$ cat src/rtl/fetch_buffer.sv
// Dual-issue fetch buffer: circular FIFO between the icache/predictor side and decode.
// Accepts up to two compacted entries per cycle and presents up to two to the decoder one cycle later.
module fetch_buffer #(
    parameter int DEPTH = 8
) (
    input  logic        clk,
    input  logic        rst,
    input  logic        flush,
    input  logic [1:0]  fetch_valid,
    input  logic [63:0] fetch_pc,
    input  logic [63:0] fetch_inst,
    input  logic [1:0]  fetch_pretaken,
    input  logic [63:0] fetch_pre_addr,
    input  logic [1:0]  fetch_is_exception,
    input  logic [13:0] fetch_exception_cause,
    output logic        fetch_ready,
    input  logic        get_data_req,
    output logic [1:0]  valid,
    output logic [63:0] pc,
    output logic [63:0] inst,
    output logic [1:0]  pretaken,
    output logic [63:0] pre_addr_in,
    output logic [1:0]  is_exception,
    output logic [13:0] exception_cause
);
    localparam int AW    = $clog2(DEPTH);
    localparam int SLOTS = 2;

    typedef struct packed {
        logic [31:0] pc;
        logic [31:0] inst;
        logic        pretaken;
        logic [31:0] pre_addr;
        logic        is_exc;
        logic [6:0]  cause;
    } entry_t;

    entry_t mem [DEPTH];

    logic [AW:0]   count;
    logic [AW-1:0] head, tail;
    logic          wr_en;
    logic [1:0]    wr_num, rd_num;

    entry_t [SLOTS-1:0] in_e;
    entry_t [SLOTS-1:0] rd_e;
    entry_t [SLOTS-1:0] out_e;

    genvar g;
    generate
        for (g = 0; g < SLOTS; g++) begin : g_slot
            assign in_e[g] = '{pc:       fetch_pc[g*32 +: 32],
                               inst:     fetch_inst[g*32 +: 32],
                               pretaken: fetch_pretaken[g],
                               pre_addr: fetch_pre_addr[g*32 +: 32],
                               is_exc:   fetch_is_exception[g],
                               cause:    fetch_exception_cause[g*7 +: 7]};
            assign rd_e[g] = mem[head + AW'(g)];

            assign pc[g*32 +: 32]             = out_e[g].pc;
            assign inst[g*32 +: 32]           = out_e[g].inst;
            assign pretaken[g]                = out_e[g].pretaken;
            assign pre_addr_in[g*32 +: 32]    = out_e[g].pre_addr;
            assign is_exception[g]            = out_e[g].is_exc;
            assign exception_cause[g*7 +: 7]  = out_e[g].cause;
        end
    endgenerate

    // Room for a full pair is required even when only one slot is valid.
    assign fetch_ready = (count <= (AW+1)'(DEPTH - 2)) && !flush;
    assign wr_en       = (fetch_valid != 2'b00) && fetch_ready;
    assign wr_num      = wr_en ? (2'(fetch_valid[0]) + 2'(fetch_valid[1])) : 2'd0;
    // Only entries already stored before this edge are eligible to be popped.
    assign rd_num      = !get_data_req       ? 2'd0 :
                         (count >= (AW+1)'(2)) ? 2'd2 : {1'b0, count[0]};

    always_ff @(posedge clk or negedge rst) begin
        if (!rst) begin
            head  <= '0;
            tail  <= '0;
            count <= '0;
        end else if (flush) begin
            head  <= '0;
            tail  <= '0;
            count <= '0;
        end else begin
            head  <= head + AW'(rd_num);
            tail  <= tail + AW'(wr_num);
            count <= count + (AW+1)'(wr_num) - (AW+1)'(rd_num);
        end
    end

    // Storage is left unreset; pointers alone define what is live.
    always_ff @(posedge clk) begin
        if (wr_en) begin
            mem[tail] <= fetch_valid[0] ? in_e[0] : in_e[1];
            if (&fetch_valid)
                mem[tail + AW'(1)] <= in_e[1];
        end
    end

    always_ff @(posedge clk or negedge rst) begin
        if (!rst) begin
            valid <= '0;
            out_e <= '0;
        end else if (flush || !get_data_req) begin
            valid <= '0;
        end else begin
            valid <= (rd_num == 2'd2) ? 2'b11 : (rd_num == 2'd1) ? 2'b01 : 2'b00;
            if (rd_num != 2'd0) out_e[0] <= rd_e[0];
            if (rd_num == 2'd2) out_e[1] <= rd_e[1];
        end
    end

endmodule

$ cat config.mk
export PLATFORM = sky130hd
export DESIGN_NAME = fetch_buffer
export DESIGN_NICKNAME = d
export VERILOG_FILES = /design/src/rtl/fetch_buffer.sv
export SDC_FILE = /design/constraint.sdc
export NUM_CORES = 2
export LEC_CHECK = 0
export BUFFER_PORTS_ARGS = -buffer_cell sky130_fd_sc_hd__buf_4
export CAP_MARGIN = 15
export CORE_MARGIN = 2
export CORE_UTILIZATION = 45
export DETAILED_ROUTE_END_ITERATION = 10
export SETUP_SLACK_MARGIN = 0.2
export SLEW_MARGIN = 20
export SYNTH_ARGS = -nofsm -noshare
export SYNTH_HDL_FRONTEND = slang
export SYNTH_SLANG_ARGS = --single-unit
export TNS_END_PERCENT = 1
$ cat constraint.sdc
create_clock -name clk -period 9.1 [get_ports clk]
set_input_delay 0.455 -clock clk [delete_from_list [all_inputs] [get_ports clk]]
set_output_delay 0.455 -clock clk [all_outputs]
set_load 0.03 [all_outputs]
* Yosys cells after proc, flatten, opt, wreduce, memory -nomap -nowiden
Memory sizes are Yosys's and may differ from the RTL's. A register that Yosys moved wholly into a read port is not among the register bits. Index checks and enable logic that the tools add are counted.
Word-level totals: memories kept 1, RAM bits 840, bits in registers 12, logic and storage cells 44
Operators by class: equality and inequality tests 2, add/sub/neg operators 7, muxes and demuxes 15, reductions and logical operators 12, $lt $le $gt $ge 2, bitwise logic cells 1
Memories:
- mem | depth 8, width 105, rd ports 2, clocked after Yosys merged registers in 2, write ports 2, RTL line 38 | entry_t mem [DEPTH];
Operators by type and width (number):
- 105-bit two-way mux | 1
- 2-bit two-way mux | 5
- 3-bit by 1-bit adder with 3-bit output (second input constant) | 2
- 3-bit by 2-bit adder with 3-bit output | 2
- 1-bit two-way mux | 6
- 3-bit two-way mux | 2
- 2-bit AND reduction | 3
- 4-bit by 2-bit adder with 4-bit output | 1
- 4-bit by 2-bit >= comparator with 1-bit output (second input constant) | 1
- 4-bit by 3-bit less-or-equal comparator with 1-bit output (second input constant) | 1
- 1-bit zero test | 4
- 4-bit two-way mux | 1
- 2-bit nonzero test | 2
- 4-bit by 2-bit subtractor with 4-bit output | 1
- 1-bit by 1-bit adder with 2-bit output | 1
- 2-bit by 1-bit equality test with 1-bit output (second input constant) | 1
- 2-bit equality test (second input constant) | 1
- 1-bit logical AND | 2
- 1-bit logical OR | 1
- 1-bit NOT | 1

* Longest topological paths before layout
depth in word-level cells 7, depth in mapped cells 14, mapped depth without buffers 12

* Worst setup path before layout
OpenSTA, ideal clock, no wires.
kind in2reg, start point input port fetch_valid[0], end point memory mem[1][0] in the netlist's numbering, enable pin, library setup time 603 ps, stages 8, required time 8497 ps, arrival time 7072 ps, setup slack 1424 ps, cell sequence clkbuf_1 > clkbuf_1 > clkbuf_1 > inv_1 > ha_1 > nand2b_1 > clkbuf_1 > a21oi_1
RTL lines:
- start, declared | RTL line 9 | input logic [1:0] fetch_valid,
- end, declared | RTL line 38

==> run summary <==
wl on met1: 82.81 mm
synth warn: 0
CTS Buf Count: 130
Total Routing Usage GR: 28.58%
post-synthesis cell count: 4253
RSZ-0062 raised after global routing: false
Post-synth top cells: 1365 x mux2_2, 840 x edfxtp_1, 420 x mux2i_1
ranking of synthesized cells by area: edfxtp_1 43%, mux2_2 27%, dfrtp_1 9.6%
mux contribution to synthesized area: 33.76%
clk sink count: 1062
critical path type: reg -> reg
I/O pins: 429
clock tree buffer depth: 3
met3 WL: 13.71 mm
Routed Antenna Nets: 0
port bufs: 428
die footprint: 131800 um^2
drt via density: 6.215
total global routing overflow: 0
nets: 4772
largest net degree at the start of global routing: 147
Slew Limit Fails: 0
Power Dens Cells: 255.6 nW/um^2
top-count cell post-synth: mux2_2
sequential power share: 37.5%
final hold vios: 0
GP Congestion: 0.7833
Max-Cap Viols: 0
Fin Setup TNS: 0 ns
Cell Count Post-Placement: 6064
Layout area overhead: 15.26%
initial antenna violation count: 9
async set-or-reset flop fraction in the synthesized netlist: 20.90%
Clock Skews: 0.01965 ns
met2 routed WL: 90.64 mm
final-layout fill cell count: 10780
die height: 363.0 um
clock root buffer: clkbuf_16
first-pass GRT wire length: 276.7 mm
Psw: 0.005929 W
Final Cycle Share: 47.78%
worst path arrival time: 4.73 ns
kind of end point of the critical path: flip-flop
Synth Area in Simple Gates: 3.566%
1st-pass router iterations: 5
number of synthesized flops with an enable pin: 840
routed vias: 39200
core box area: 127700 um^2
sw frac: 34.71%
Cell variety after synth: 33
Synth area leader: edfxtp_1
die width: 363.0 um
DP HPWL: 101.7 mm
Max Used Layer: met5
CTS clk-pin slew, worst paths: 0.06 ns
Tmin final: 4.348 ns
Clk pwr share: 29.4%
Final setup viols: 0
status: complete, no violations
largest family of logic cells by synthesized area: multiplexers
CP required: 9.48 ns
Net Count, Synth: 4487
Reg area: 30780 um^2
CP Max Fanout: 42
share of the synthesized area in the top cell type: 43.50%
final instance area: 66840 um^2
Mapped Area: 57990 um^2
TritonCTS clock tree: done
vias in the first global route: 39950
Rows: 131
Max VDD drop: 0.2228 mV
P_leak: 23.79 nW
Avg WL per Cell: 30.41 um
Slew @ Worst Pin: 1.284 ns
layout cells sized above 1: 44.38%
Area after DPL: 62700 um^2
#FFs+latches synth: 1062
Synth Area in Compound Gates: 6.477%
effective utilization at floorplan: 45.42%
CP startpoint kind: flip-flop
Post-Synth Adder-Cell Area: 0.4272%
DR iter-0 viols: 3585
HP Class: in -> reg
xor and xnor area share after synthesis: 0.1208%
post-cts gate resize count: 0
internal power: 0.01115 W
Multi-input gate area: 25930 um^2
prevailing post-synth register cell: edfxtp_1
fin util: 52.35%
Syn Area/Cell: 13.64 um^2
htree depth: 4
Gate power share: 33.1%
DRC Markers: 0
Final Non-Filler Cells: 6307
max_slew headroom: 14.43%
Fmax: 0.2300 GHz
worst skew pair latency: 0.76 ns
Seq/Total Area, Yosys: 53.08%
DRT Wirelength: 191.8 mm
==> critical path, stage by stage (launching register included) <==
cell      delay, ns
dfrtp_1        0.38
ha_1           0.20
and3_1         0.19
nor3_2         0.64
nand2b_1       0.65
a21oi_4        0.30
buf_4          0.67
buf_4          0.84
==> cell type report <==
cell class | count | share of cell area (%)
Antenna cell | 3 | 0.01123
Clock buffer | 192 | 5.539
Clock inverter | 44 | 0.5298
Inverter | 16 | 0.08985
Multi-Input combinational cell | 2833 | 38.80
Sequential cell | 1062 | 46.05
Tap cell | 1662 | 3.111
Timing Repair Buffer | 495 | 5.863
==> cells by family after synthesis <==
| family | Yosys count |
|---|---|
| AO/OA/AOI/OAI | 538 |
| XOR/XNOR | 8 |
| adder cells (fa/ha/maj) | 18 |
| buffers and inverters | 358 |
| flip-flops | 1062 |
| multiplexers | 1785 |
| AND/OR/NAND/NOR | 484 |
==> registers in the layout, indices dropped and copies added, names as in the netlist <==
register and cells:
pc 64, valid 2, head 3, count 4
tail 3, inst 64, mem 840, pretaken 2
pre_addr_in 64, is_exception 2, exception_cause 14
==> metrics by stage <==
stage | power, W | setup slack (ns) | hold slack, ns
finish | 0.01708 | 4.752 | 0.07152
detailed placement | 0.01213 | 3.717 | 0.4388
global placement | 0.01205 | 3.837 | 0.4383
global route | 0.01774 | 4.595 | 0.05364
CTS | 0.01715 | 4.526 | 0.01159
floorplan | 0.01005 | 1.424 | 0.1594
==> repair_timing <==
action	in CTS	in global routing
hold endpoints to repair	66	0
buffers inserted	0	0
hold buffers	2	0
==> power groups by stage <==
stage / clock [W] / sequential [W] / combinational [W]
detailed placement: 0 / 0.00650 / 0.00563
CTS: 0.00509 / 0.00641 / 0.00564
finish: 0.00502 / 0.00641 / 0.00566
global placement: 0 / 0.00649 / 0.00556
floorplan: 0 / 0.00716 / 0.00289
global route: 0.00527 / 0.00647 / 0.00600
==> metal layers <==
metal,global-route usage [%],up-vias
li1,-,17140
met1,39.24,20300
met2,46.30,1465
met3,5.210,283
met4,8.226,12
met5,0,-
==> path summary, 6_finish.rpt <==
kind                                         start        endpoint  slack [ns]  cells after the start
worst min register to register            inst[13]        inst[13]        0.47                      2
worst min-delay path            fetch_pre_addr[47]      mem[0][23]        0.07                      2
max in group asynchronous                      rst  pre_addr_in[5]        6.81                      4
worst max-delay path                      count[2]      mem[3][11]        4.75                      7
min in group asynchronous                      rst        inst[48]        0.24                      2
worst max register to register            count[2]      mem[3][11]        4.75                      7
==> cells in the final DEF (no fill, tap or decap), types with 6 or more instances in the layout <==
cell | synthesis | layout
a22oi_1 | 210 | 210
buf_12 | 0 | 13
buf_4 | 0 | 476
clkbuf_1 | 181 | 46
clkbuf_16 | 0 | 135
clkbuf_8 | 0 | 11
clkinv_1 | 0 | 16
clkinv_2 | 0 | 18
dfrtp_1 | 222 | 221
edfxtp_1 | 840 | 840
ha_1 | 15 | 14
inv_1 | 16 | 16
mux2_2 | 1365 | 1365
mux2i_1 | 420 | 420
nand2_1 | 322 | 319
nand3_1 | 111 | 107
nor2_1 | 15 | 10
nor2b_1 | 8 | 6
o22ai_1 | 210 | 210
o31ai_1 | 105 | 105
Power figures use the tool's default switching activity.
